--- config.mk ---
export PLATFORM = sky130hd
export DESIGN_NAME = apb3_bridge_nslv
export DESIGN_NICKNAME = d
export VERILOG_FILES = /design/src/rtl/apb3_bridge_nslv.sv
export SDC_FILE = /design/constraint.sdc
export NUM_CORES = 1
export LEC_CHECK = 0
export CELL_PAD_IN_SITES_DETAIL_PLACEMENT = 2
export CELL_PAD_IN_SITES_GLOBAL_PLACEMENT = 2
export CORE_MARGIN = 2
export CORE_UTILIZATION = 19
export CTS_BUF_LIST = sky130_fd_sc_hd__clkbuf_8
export DETAILED_ROUTE_END_ITERATION = 7
export HOLD_SLACK_MARGIN = 0.02
export MAX_ROUTING_LAYER = met4
export PLACE_DENSITY = 0.84
export SYNTH_ARGS = -nofsm -noshare
export SYNTH_HDL_FRONTEND = slang
export SYNTH_SLANG_ARGS = --single-unit
--- constraint.sdc ---
create_clock -name clk -period 2.2 [get_ports clk]
set_clock_uncertainty 0.15 [all_clocks]
set_input_delay 0.44 -clock clk [delete_from_list [all_inputs] [get_ports clk]]
set_output_delay 0.44 -clock clk [all_outputs]
set_load 0.01 [all_outputs]
--- src/rtl/apb3_bridge_nslv.sv ---
// apb3_bridge_nslv: APB3 bridge from one upstream completer port to N_SLV downstream requester ports.
//   clk, prst_n                          clock, async active-low reset
//   psel_s/penable_s/pwrite_s/paddr_s/pwdata_s   upstream request
//   prdata_s/pready_s/pslverr_s          upstream response (prdata_s registered)
//   psel_m (one-hot), penable_m/pwrite_m/paddr_m/pwdata_m   downstream request
//   prdata_m (flattened)/pready_m/pslverr_m                  downstream response
//   timeout_o                            one-cycle pulse when a transfer is aborted by timeout
module apb3_bridge_nslv #(
    parameter int N_SLV = 4,
    parameter int A_WIDTH = 32,
    parameter int D_WIDTH = 32,
    parameter logic [N_SLV*A_WIDTH-1:0] BASE_ADDR = '0,
    parameter logic [N_SLV*A_WIDTH-1:0] ADDR_MASK = '0,
    parameter int TIMEOUT = 256,
    parameter logic [D_WIDTH-1:0] ERR_RDATA = '0
) (
    input  logic                       clk,
    input  logic                       prst_n,
    input  logic                       psel_s,
    input  logic                       penable_s,
    input  logic                       pwrite_s,
    input  logic [A_WIDTH-1:0]         paddr_s,
    input  logic [D_WIDTH-1:0]         pwdata_s,
    output logic [D_WIDTH-1:0]         prdata_s,
    output logic                       pready_s,
    output logic                       pslverr_s,
    output logic [N_SLV-1:0]           psel_m,
    output logic                       penable_m,
    output logic                       pwrite_m,
    output logic [A_WIDTH-1:0]         paddr_m,
    output logic [D_WIDTH-1:0]         pwdata_m,
    input  logic [N_SLV*D_WIDTH-1:0]   prdata_m,
    input  logic [N_SLV-1:0]           pready_m,
    input  logic [N_SLV-1:0]           pslverr_m,
    output logic                       timeout_o
);
    localparam int IW = (N_SLV > 1) ? $clog2(N_SLV) : 1;
    localparam int CW = (TIMEOUT > 0) ? $clog2(TIMEOUT + 1) : 1;

    typedef enum logic [1:0] {IDLE, SETUP, ACCESS, RESP} state_t;

    state_t               r_state, w_next;
    logic [IW-1:0]        r_idx, w_idx;
    logic [CW-1:0]        r_cnt;
    logic                 r_err, r_to;
    logic [D_WIDTH-1:0]   r_prdata;
    logic                 w_start, w_hit, w_rdy, w_serr, w_to;
    logic [D_WIDTH-1:0]   w_rdata;

    assign w_start = psel_s & ~penable_s;
    assign w_rdy   = pready_m[r_idx];
    assign w_serr  = pslverr_m[r_idx];
    assign w_rdata = prdata_m[int'(r_idx)*D_WIDTH +: D_WIDTH];
    assign w_to    = (TIMEOUT != 0) && (r_cnt == CW'(TIMEOUT - 1));
    assign prdata_s = r_prdata;

    // Scanning downward leaves the lowest matching index in w_idx.
    always_comb begin
        w_hit = 1'b0;
        w_idx = '0;
        for (int i = N_SLV - 1; i >= 0; i--) begin
            if ((paddr_s & ADDR_MASK[i*A_WIDTH +: A_WIDTH]) ==
                (BASE_ADDR[i*A_WIDTH +: A_WIDTH] & ADDR_MASK[i*A_WIDTH +: A_WIDTH])) begin
                w_hit = 1'b1;
                w_idx = IW'(i);
            end
        end
    end

    always_ff @(posedge clk or negedge prst_n) begin
        if (!prst_n) r_state <= IDLE;
        else         r_state <= w_next;
    end

    always_comb begin
        w_next = r_state;
        case (r_state)
            IDLE:    w_next = w_start ? (w_hit ? SETUP : RESP) : IDLE;
            SETUP:   w_next = ACCESS;
            ACCESS:  w_next = (w_rdy | w_to) ? RESP : ACCESS;
            default: w_next = IDLE;
        endcase
    end

    always_comb begin
        psel_m    = (r_state == SETUP || r_state == ACCESS) ? (N_SLV'(1) << r_idx) : '0;
        penable_m = (r_state == ACCESS);
        pready_s  = (r_state == RESP);
        pslverr_s = (r_state == RESP) & r_err;
        timeout_o = (r_state == RESP) & r_to;
    end

    // Shared downstream buses only update on a decode hit so they hold through misses.
    always_ff @(posedge clk or negedge prst_n) begin
        if (!prst_n) begin
            r_idx    <= '0;
            r_cnt    <= '0;
            r_err    <= 1'b0;
            r_to     <= 1'b0;
            r_prdata <= '0;
            paddr_m  <= '0;
            pwdata_m <= '0;
            pwrite_m <= 1'b0;
        end else begin
            case (r_state)
                IDLE: if (w_start) begin
                    r_err <= ~w_hit;
                    r_to  <= 1'b0;
                    if (w_hit) begin
                        r_idx    <= w_idx;
                        paddr_m  <= paddr_s;
                        pwdata_m <= pwdata_s;
                        pwrite_m <= pwrite_s;
                    end else begin
                        r_prdata <= ERR_RDATA;
                    end
                end
                SETUP: r_cnt <= '0;
                ACCESS: begin
                    if (w_rdy) begin
                        r_err    <= w_serr;
                        r_prdata <= w_serr ? ERR_RDATA : (pwrite_m ? '0 : w_rdata);
                    end else if (w_to) begin
                        r_err    <= 1'b1;
                        r_to     <= 1'b1;
                        r_prdata <= ERR_RDATA;
                    end else begin
                        r_cnt <= r_cnt + CW'(1);
                    end
                end
                default: ;
            endcase
        end
    end
endmodule

==> results.md <==
- After detailed routing, the total wire length is approximately 14000 um.
- The min-delay analysis places its worst path in the category reg2reg.
- In the synthesized netlist the async set-or-reset flop fraction comes to 1.00.
- The portion of synthesized cell area occupied by the leading cell type is 0.634.
- The post-DP HPWL is between 10000 and 15000 um.
- Synthesis instantiated 35 different standard cells from the library.
- The initialized floorplan defines 55 standard-cell rows.
- The via count of the first global-routing pass is 3975.
- The clock root buffer is sky130_fd_sc_hd__clkbuf_8.
- The total area inside the core boundary comes to 22500 sq um.
- The final-report hold violation count is 0.
- Of the cells placed in the final design, the portion with a size suffix greater than 1 is 0.228.
- The relative area change from synthesis to final layout is 64.8%.
- The clock tree from TritonCTS is yes.
- For this configuration, the core starts out at a cell density of 0.193.
- The global-route wire length before repair is 22900 um.
- The dominant cell by count in the synthesized netlist is sky130_fd_sc_hd__dfrtp_1.
- The floorplan step defined a die boundary enclosing 24100 sq um.
- Entering global routing, the biggest net connects 64 pins.
- The worst path meets setup with about 0.12 ns of slack.
- The overall global routing resource usage is 0.126.
- The number of synthesized flops with an enable pin is 0.
- The number of standard cells after synthesis is roughly 290.
- The netlist area before placement is ~4300 sq um.
- The post-detailed-route wirelength per cell is 17.8 um.
- The total of warnings raised by yosys is 0.
- The leakage component of the power is 3.06 nW.
- The synthesized design spends more area on one cell type than any other, namely sky130_fd_sc_hd__dfrtp_1.
- Of the available clock period, the critical path in the final layout requires 0.948.
- Ranked by instance count, the synthesized netlist is headed by sky130_fd_sc_hd__dfrtp_1 (110), sky130_fd_sc_hd__mux2_2 (66), sky130_fd_sc_hd__a22o_1 (34).
- The final hold slack is 0.367 ns.
- The initial antenna violation count was 0.
- After detailed routing, the number of vias per cell comes to 4.17.
- STA classifies the critical path startpoint as a flop.
- The worst setup path is of the reg2reg kind.
- The initial detailed-routing violation count is 121.
- The power density normalized to cell area is 1320 nW/um^2.
- The boundary pin count is 310.
- For the worst-skew pair, the clock arrives at the later sink with an insertion delay of 0.38 ns.
- The total congestion overflow is 0.
- The achievable frequency is 0.480 GHz.
- The die is 155 um tall.
- The top flip-flop cell by instance count after synthesis is sky130_fd_sc_hd__dfrtp_1.
- The flow ran to the end, and the final reports show no timing, DRC or antenna violations.
- The H-tree was split into 3 levels.
- Of the synthesized area, sequential elements account for 0.634.
- The synthesis-stage register bit count is 110.
- For this design, the sink count on the clock tree is 110.
- The number of antenna diodes in the final layout is 0.
- The number of max-capacitance violations reported is 0.
- Clock-pin slew was measured on the worst setup and hold paths at 0.11 ns.
- Across the VDD grid, the largest voltage drop is 0.395 mV.
- Summing over every cut layer, the via total after detailed routing is 3388.
- At the worst endpoint, the required time is 2.34 ns.
- The worst setup path is captured at a flop.
- The number of buffers on the longest clock path is 2.
- STA puts the critical path data arrival time at between 2 and 2.5 ns.
- After the last flow step, the layout net total stands at about 730.
- Averaged over all synthesized cells, the footprint is 14.8 sq um.
- After filler insertion, the fill cell instance count of the layout stands at 2344.
- The remaining routing DRC violations is 0.
- Adding up every negative setup slack in the final design gives 0 ns.
- The final number of setup-violating endpoints is 0.
- The count of pins over their slew limit came to 0.
- The routability-driven placement congestion ratio is between 0.7 and 0.8.
- The worst path needs 2.08 ns of the cycle, external delays included.
- The count of port buffers added during placement is 204.
- The biggest fanout along the worst timing path is 4.
- The pre-CTS setup slack is -0.123 ns.
- The die is 155 um wide.
- The pre-antenna-repair detailed-routing pass consisted of 6 iterations.
- Setup repair after global routing left no endpoint under its margin.
- The remaining number of nets flagged by the antenna check after routing is 0.
- By area the synthesized netlist is led by sky130_fd_sc_hd__dfrtp_1 (63%), sky130_fd_sc_hd__mux2_2 (17%), sky130_fd_sc_hd__a22o_1 (6.9%).
- Buffers inserted during clock tree synthesis total 9.
-- area by class of cell --
type / instances / area, sq um / area share
inverter: 7 / 28.8 / 0.00402
clock buffer: 9 / 124 / 0.0173
clock inverter: 7 / 68.8 / 0.00962
sequential: 110 / 2750 / 0.385
timing repair buffer: 234 / 2350 / 0.328
tap: 285 / 357 / 0.0499
multi-input combinational: 160 / 1470 / 0.206
-- through the flow --
step           cells  cell area [sq um]  total power [mW]   util
5_1_grt          812               7150              10.1  0.318
3_3_place_gp     790               6890              8.02  0.306
2_1_floorplan    296               4350              5.40      -
3_5_place_dp     790               6890              8.29  0.306
6_report         812               7150              9.44  0.318
4_1_cts          810               7120              9.63  0.316
-- registers in the layout, indices dropped and copies added, names as in the netlist --
name	cells
prdata_s	32
r_cnt	9
pwdata_m	32
r_err	1
r_state	2
r_to	1
pwrite_m	1
paddr_m	32
-- where the power goes --
group	internal, mW	switching [mW]
clock	0.445	0.792
combinational	2.78	1.88
sequential	2.98	0.563
total	6.20	3.23
-- layout by cell type (no fill, tap or decap), drive strengths merged, types with 2 or more instances in the layout --
master | synthesis | routed
clkdlybuf4s50 | 0 | 198
dfrtp | 110 | 110
mux2 | 66 | 66
a22o | 34 | 34
buf | 15 | 30
inv | 7 | 12
clkbuf | 4 | 10
nand2 | 8 | 8
nor2 | 6 | 6
ha | 6 | 6
o21ai | 6 | 6
a21oi | 4 | 4
nand3 | 3 | 3
conb | 1 | 3
dlygate4sd2 | 0 | 3
nor3 | 3 | 3
and2 | 2 | 2
a31oi | 2 | 2
nand4 | 2 | 2
and4 | 2 | 2
clkinv | 0 | 2
-- final timing paths --
| kind | to | cells past startpoint | slack, ns | start |
|---|---|---|---|---|
| worst min register to register | pwdata_m[24] | 1 | 0.37 | pwdata_m[24] |
| worst max-delay path | r_cnt[5] | 8 | 0.12 | r_cnt[4] |
| worst max register to register | r_cnt[5] | 8 | 0.12 | r_cnt[4] |
| min in group asynchronous | paddr_m[17] | 3 | 0.43 | prst_n |
| max in group asynchronous | prdata_s[20] | 3 | 1.13 | prst_n |
| worst min-delay path | pwdata_m[24] | 1 | 0.37 | pwdata_m[24] |
-- worst max-delay path, stage by stage, from the launching register on --
cell	delay (ns)
sky130_fd_sc_hd__dfrtp_1	0.42
sky130_fd_sc_hd__nand2_1	0.10
sky130_fd_sc_hd__nor2_1	0.09
sky130_fd_sc_hd__and4_4	0.21
sky130_fd_sc_hd__ha_4	0.17
sky130_fd_sc_hd__o21ai_4	0.20
sky130_fd_sc_hd__nand4_1	0.17
sky130_fd_sc_hd__o311a_1	0.33
sky130_fd_sc_hd__a21o_1	0.15
-- kinds of logic after synthesis --
family / synth area share
AND/OR/NAND/NOR: 0.0401
multiplexers: 0.173
other: 0.000864
adder cells (fa/ha/maj): 0.0173
flip-flops: 0.634
buffers and inverters: 0.0354
AO/OA/AOI/OAI: 0.0989
-- metal layers --
metal	track usage	share of wire	wire length, um
met5	-	0	0
met4	0.0511	0.027	397
met3	0.0253	0.043	625
met2	0.228	0.55	8020
met1	0.136	0.38	5450
-- what timing repair did --
action	4_1_cts	5_1_grt
setup buffers	3	2
hold buffers	1	0
endpoints found under the hold margin	110	0
endpoints found under the setup margin	9	8
pin swaps	1	3
gates resized for setup	7	8
(Power assumes the default switching activity.)
==> edit 1: new RTL, same flow settings <==
Reset style: synchronous (`prst_n`), changed in 2 clocked blocks. Comments in the files are not updated.
--- a/src/rtl/apb3_bridge_nslv.sv
+++ b/src/rtl/apb3_bridge_nslv.sv
@@ -69,3 +69,3 @@
 
-    always_ff @(posedge clk or negedge prst_n) begin
+    always_ff @(posedge clk) begin
         if (!prst_n) r_state <= IDLE;
@@ -93,3 +93,3 @@
     // Shared downstream buses only update on a decode hit so they hold through misses.
-    always_ff @(posedge clk or negedge prst_n) begin
+    always_ff @(posedge clk) begin
         if (!prst_n) begin
Function: differs if prst_n is asserted again (counterexample within 4 cycles, from zero or initial values and one cycle with prst_n low); with prst_n held inactive, the same outputs for 4 cycles.
==> edit 1 against the unedited design <==
  * Cell count grew 18%
  * Wire length is 3.6% higher
  * Area after synthesis shrank 7.3%
  * Sequential cell count is the same
  * Hold slack worse by 0.057 ns
  * Critical path depth shrank 6
  * Utilization rose by 0.29 points
  * Setup slack worse by 0.028 ns
  * Design area shrank 6.3%
  * Critical path type is now reg -> out
  * Critical endpoint is now pready_s
Power is not compared: it rests on default switching activity, and its combinational part moved more than twofold at a synthesized area within 25%.
==> edit 1: results (changes against the unedited design) <==
yosys-top-cells-count: "nand2_1, dfxtp_1, a21oi_1, nor2_1, a22oi_1"  # was dfrtp_1, mux2_2, a22o_1, nand2_1, buf_2
placed_area_mm2: 0.006479  # was 0.006888 mm2
drt_pass1_iterations: 4  # was 6
clk_pin_slew_ns: 0.10
cts_htree_levels: 3  # unchanged
gr-usage-all-layers: 0.1350  # was 0.1263
drive_above_1_share: 0.06480  # was 0.2277
numCtsBuffers: 9  # unchanged
gp_congestion: 0.6814  # was 0.7742
port_buffers: 204  # unchanged
fin_cells: 956  # was 812
arrival_ns: 1.52  # was 2.22 ns
place_ws_ns: -0.005306  # was -0.1225 ns
nets: 886  # was 733
via_per_inst: 4.309  # was 4.172
peakVddDrop_uv: 287.6
grt_pass1_vias: 4335  # was 3975
drt_iter0_drc: 104  # was 121
grt_max_degree: 50  # was 64
antenna_found_initial: 2  # was 0
yosys_most_used_dff: "dfxtp_1"  # was dfrtp_1
status: "finished clean"  # unchanged
clockRootBuffer: "clkbuf_8"  # unchanged
synth-seq-area-share: 0.5474  # was 0.6340
postCtsSetupRepairBufs: 0  # was 3
netlist_top_cells_area: "dfxtp_1, nand2_1, a21oi_1"  # was dfrtp_1, mux2_2, a22o_1
ys_types: 33  # was 35
dp_cells: 939  # was 790
drt-wirelength-per-cell_um: 15.70  # was 17.84 um
## edit 1: cell types whose count changed after synthesis, moves of 34 or more
cell and delta:
a21oi_1 +69, a22o_1 -34, dfrtp_1 -110, dfxtp_1 +110, mux2_2 -66, nand2_1 +123
## edit 1: final cells by class
cell class	count	area, um2
Clock buffer	9	123.9
Antenna cell	2	5.005
Sequential cell	110	2205
Multi-Input combinational cell	324	1645
Inverter	8	31.28
Fill cell	2351	14190
Tap cell	275	344.1
Timing Repair Buffer	222	2260
Clock inverter	6	87.58
## edit 1: worst max-delay path, stage by stage, from the launching register on
cell and delay, ns:
dfxtp_2 0.37, ha_2 0.22, clkdlybuf4s50_1 0.55
## edit 1: worst paths after layout
kind	startpoint	to	slack, ns	cells after the start
min	pwdata_m[14]	pwdata_m[14]	0.31	2
max	r_state[1]	pready_s	0.09	2
max reg2reg	r_cnt[1]	r_cnt[6]	0.11	7
min reg2reg	pwdata_m[14]	pwdata_m[14]	0.31	2
## edit 1: timing repair
action / in CTS / in global routing
endpoints found under the setup margin: 5 / 4
pin swaps: 0 / 0
gates resized for setup: 9 / 1
## edit 1: cells by family after synthesis
family          count (synthesis)  synth area share
flops                         110            0.5474
compound gates                124            0.1854
fa+ha+maj                       6           0.01866
simple gates                  191            0.1950
buf+inv                        46           0.05257
other cells                     1         0.0009322
## edit 1: metal layers
layer | vias to the layer above | GRT usage | share of wire
li1 | 1991 | - | -
met1 | 1982 | 0.1476 | 0.40
met2 | 136 | 0.2278 | 0.50
met3 | 10 | 0.05396 | 0.091
met4 | 0 | 0.03667 | 0.011
met5 | - | - | 0
## edit 1: power by group
group / internal, uW / switching [uW]
Clock: 637 / 740
Sequential: 2070 / 39.9
Combinational: 384 / 301
Total: 3090 / 1080
==> edit 2: new RTL, same flow settings <==
Made on the original files. The parameter `TIMEOUT` goes from 256 to 512.
--- a/src/rtl/apb3_bridge_nslv.sv
+++ b/src/rtl/apb3_bridge_nslv.sv
@@ -13,3 +13,3 @@
     parameter logic [N_SLV*A_WIDTH-1:0] ADDR_MASK = '0,
-    parameter int TIMEOUT = 256,
+    parameter int TIMEOUT = 512,
     parameter logic [D_WIDTH-1:0] ERR_RDATA = '0
Formal check against the unedited RTL: same outputs for any inputs over 4 cycles, from zero or initial values and one cycle with prst_n low; that may be too few to reach the edited logic, so the function may still have changed.
==> edit 2 against the unedited design <==
  * Clock power rose by 4%
  * Cell count grew 14%
  * Total power down 3.5%
  * Wire length rose by 7.0%
  * Largest power group unchanged
  * Area after synthesis rose by 9.7%
  * Non-clock buffer count decreased by 5
  * Setup slack gained 0.015 ns
  * Design area rose by 5.3%
  * Highest routed layer unchanged
  * Register-to-register slack gained 0.05 ns
  * Sequential cell count increased by 1
==> edit 2: results (changes against the unedited design) <==
status: "finished clean"  # unchanged
met1_length_um: 6261  # was 5451 um
drt_iter0_drc: 124  # was 121
crit_start: "r_state[1]"  # was r_cnt[4]
critPathMaxStageDelay_ns: 0.44  # was 0.42 ns
drt-wirelength-per-cell_um: 16.78  # was 17.84 um
met2_length_um: 8254  # was 8015 um
grt_use_met1: 0.1368  # was 0.1358
synth-compound-area-share: 0.04622  # was 0.09885
multi_input_area_mm2: 0.001708  # was 0.001474 mm2
nonClkBufAreaFrac: 0.3052  # was 0.3283
placed_area_mm2: 0.007298  # was 0.006888 mm2
power.density_mw_per_mm2: 1209  # was 1319 mW/mm2
peakVddDrop_uv: 379.8  # was 395.5 uV
nets: 805  # was 733
grt_first_pass_wirelength_um: 23850  # was 22850 um
sh_seq_area: 0.3688  # was 0.3848
ys_ff_latch: 111  # was 110
reg2regPathDepth: 6  # was 8
synth_mux_area_frac: 0.2209  # was 0.1735
dp_cells: 905  # was 790
r2r-start: "r_cnt[0]"  # was r_cnt[4]
grt_pass1_vias: 4224  # was 3975
yosys-top-cells-count: "dfrtp_1, mux2_2, nand2_1, inv_1, mux2i_1"  # was dfrtp_1, mux2_2, a22o_1, nand2_1, buf_2
crit_end: "pslverr_s"  # was r_cnt[5]
ys_types: 41  # was 35
buffers: 229  # was 234
cellLeakagePower_uw: 0.003124  # was 0.003062 uW
setup_ws_ns: 0.1305  # was 0.1155 ns
nonClockInverterCount: 39  # was 7
dr_wl_met3_um: 705  # was 625 um
drt_pass1_iterations: 4  # was 6
fin_cells: 924  # was 812
gp_congestion: 0.7356  # was 0.7742
drive_above_1_share: 0.1983  # was 0.2277
hold_start: "pwdata_m[28]"  # was pwdata_m[24]
via_per_inst: 4.029  # was 4.172
use_met3: 0.02266  # was 0.02535
netlist_top_cells_area: "dfrtp_1, mux2_2, mux2i_1"  # was dfrtp_1, mux2_2, a22o_1
place_ws_ns: -0.05201  # was -0.1225 ns
multi_input_gates: 205  # was 160
grt_max_degree: 112  # was 64
hold_end: "pwdata_m[28]"  # was pwdata_m[24]
critPathTopFamily: "flip-flops"  # was compound AO/OA/AOI/OAI gates
## edit 2: cell types whose count changed after synthesis, moves of 3 or more
| cell | unedited run | this run |
|---|---|---|
| a21oi_1 | 4 | 7 |
| a22o_1 | 34 | 0 |
| buf_1 | 0 | 6 |
| buf_12 | 0 | 3 |
| buf_2 | 7 | 2 |
| buf_6 | 4 | 1 |
| inv_1 | 6 | 39 |
| mux2i_1 | 1 | 32 |
| nand2_1 | 8 | 42 |
| nor2_1 | 6 | 3 |
| o21ai_0 | 5 | 8 |
## edit 2: where the power goes
part	switching (uW)	leakage, uW	total, uW	internal [uW]
clock	812	0.000101	1290	474
sequential	472	0.00140	3370	2900
combinational	1860	0.00162	4450	2590
total	3150	0.00312	9110	5960
## edit 2: timing repair
item,in CTS,in global routing
gates resized for setup,6,3
hold buffers,1,0
buffers inserted,0,2
setup endpoints to repair,5,22
hold endpoints to repair,75,0
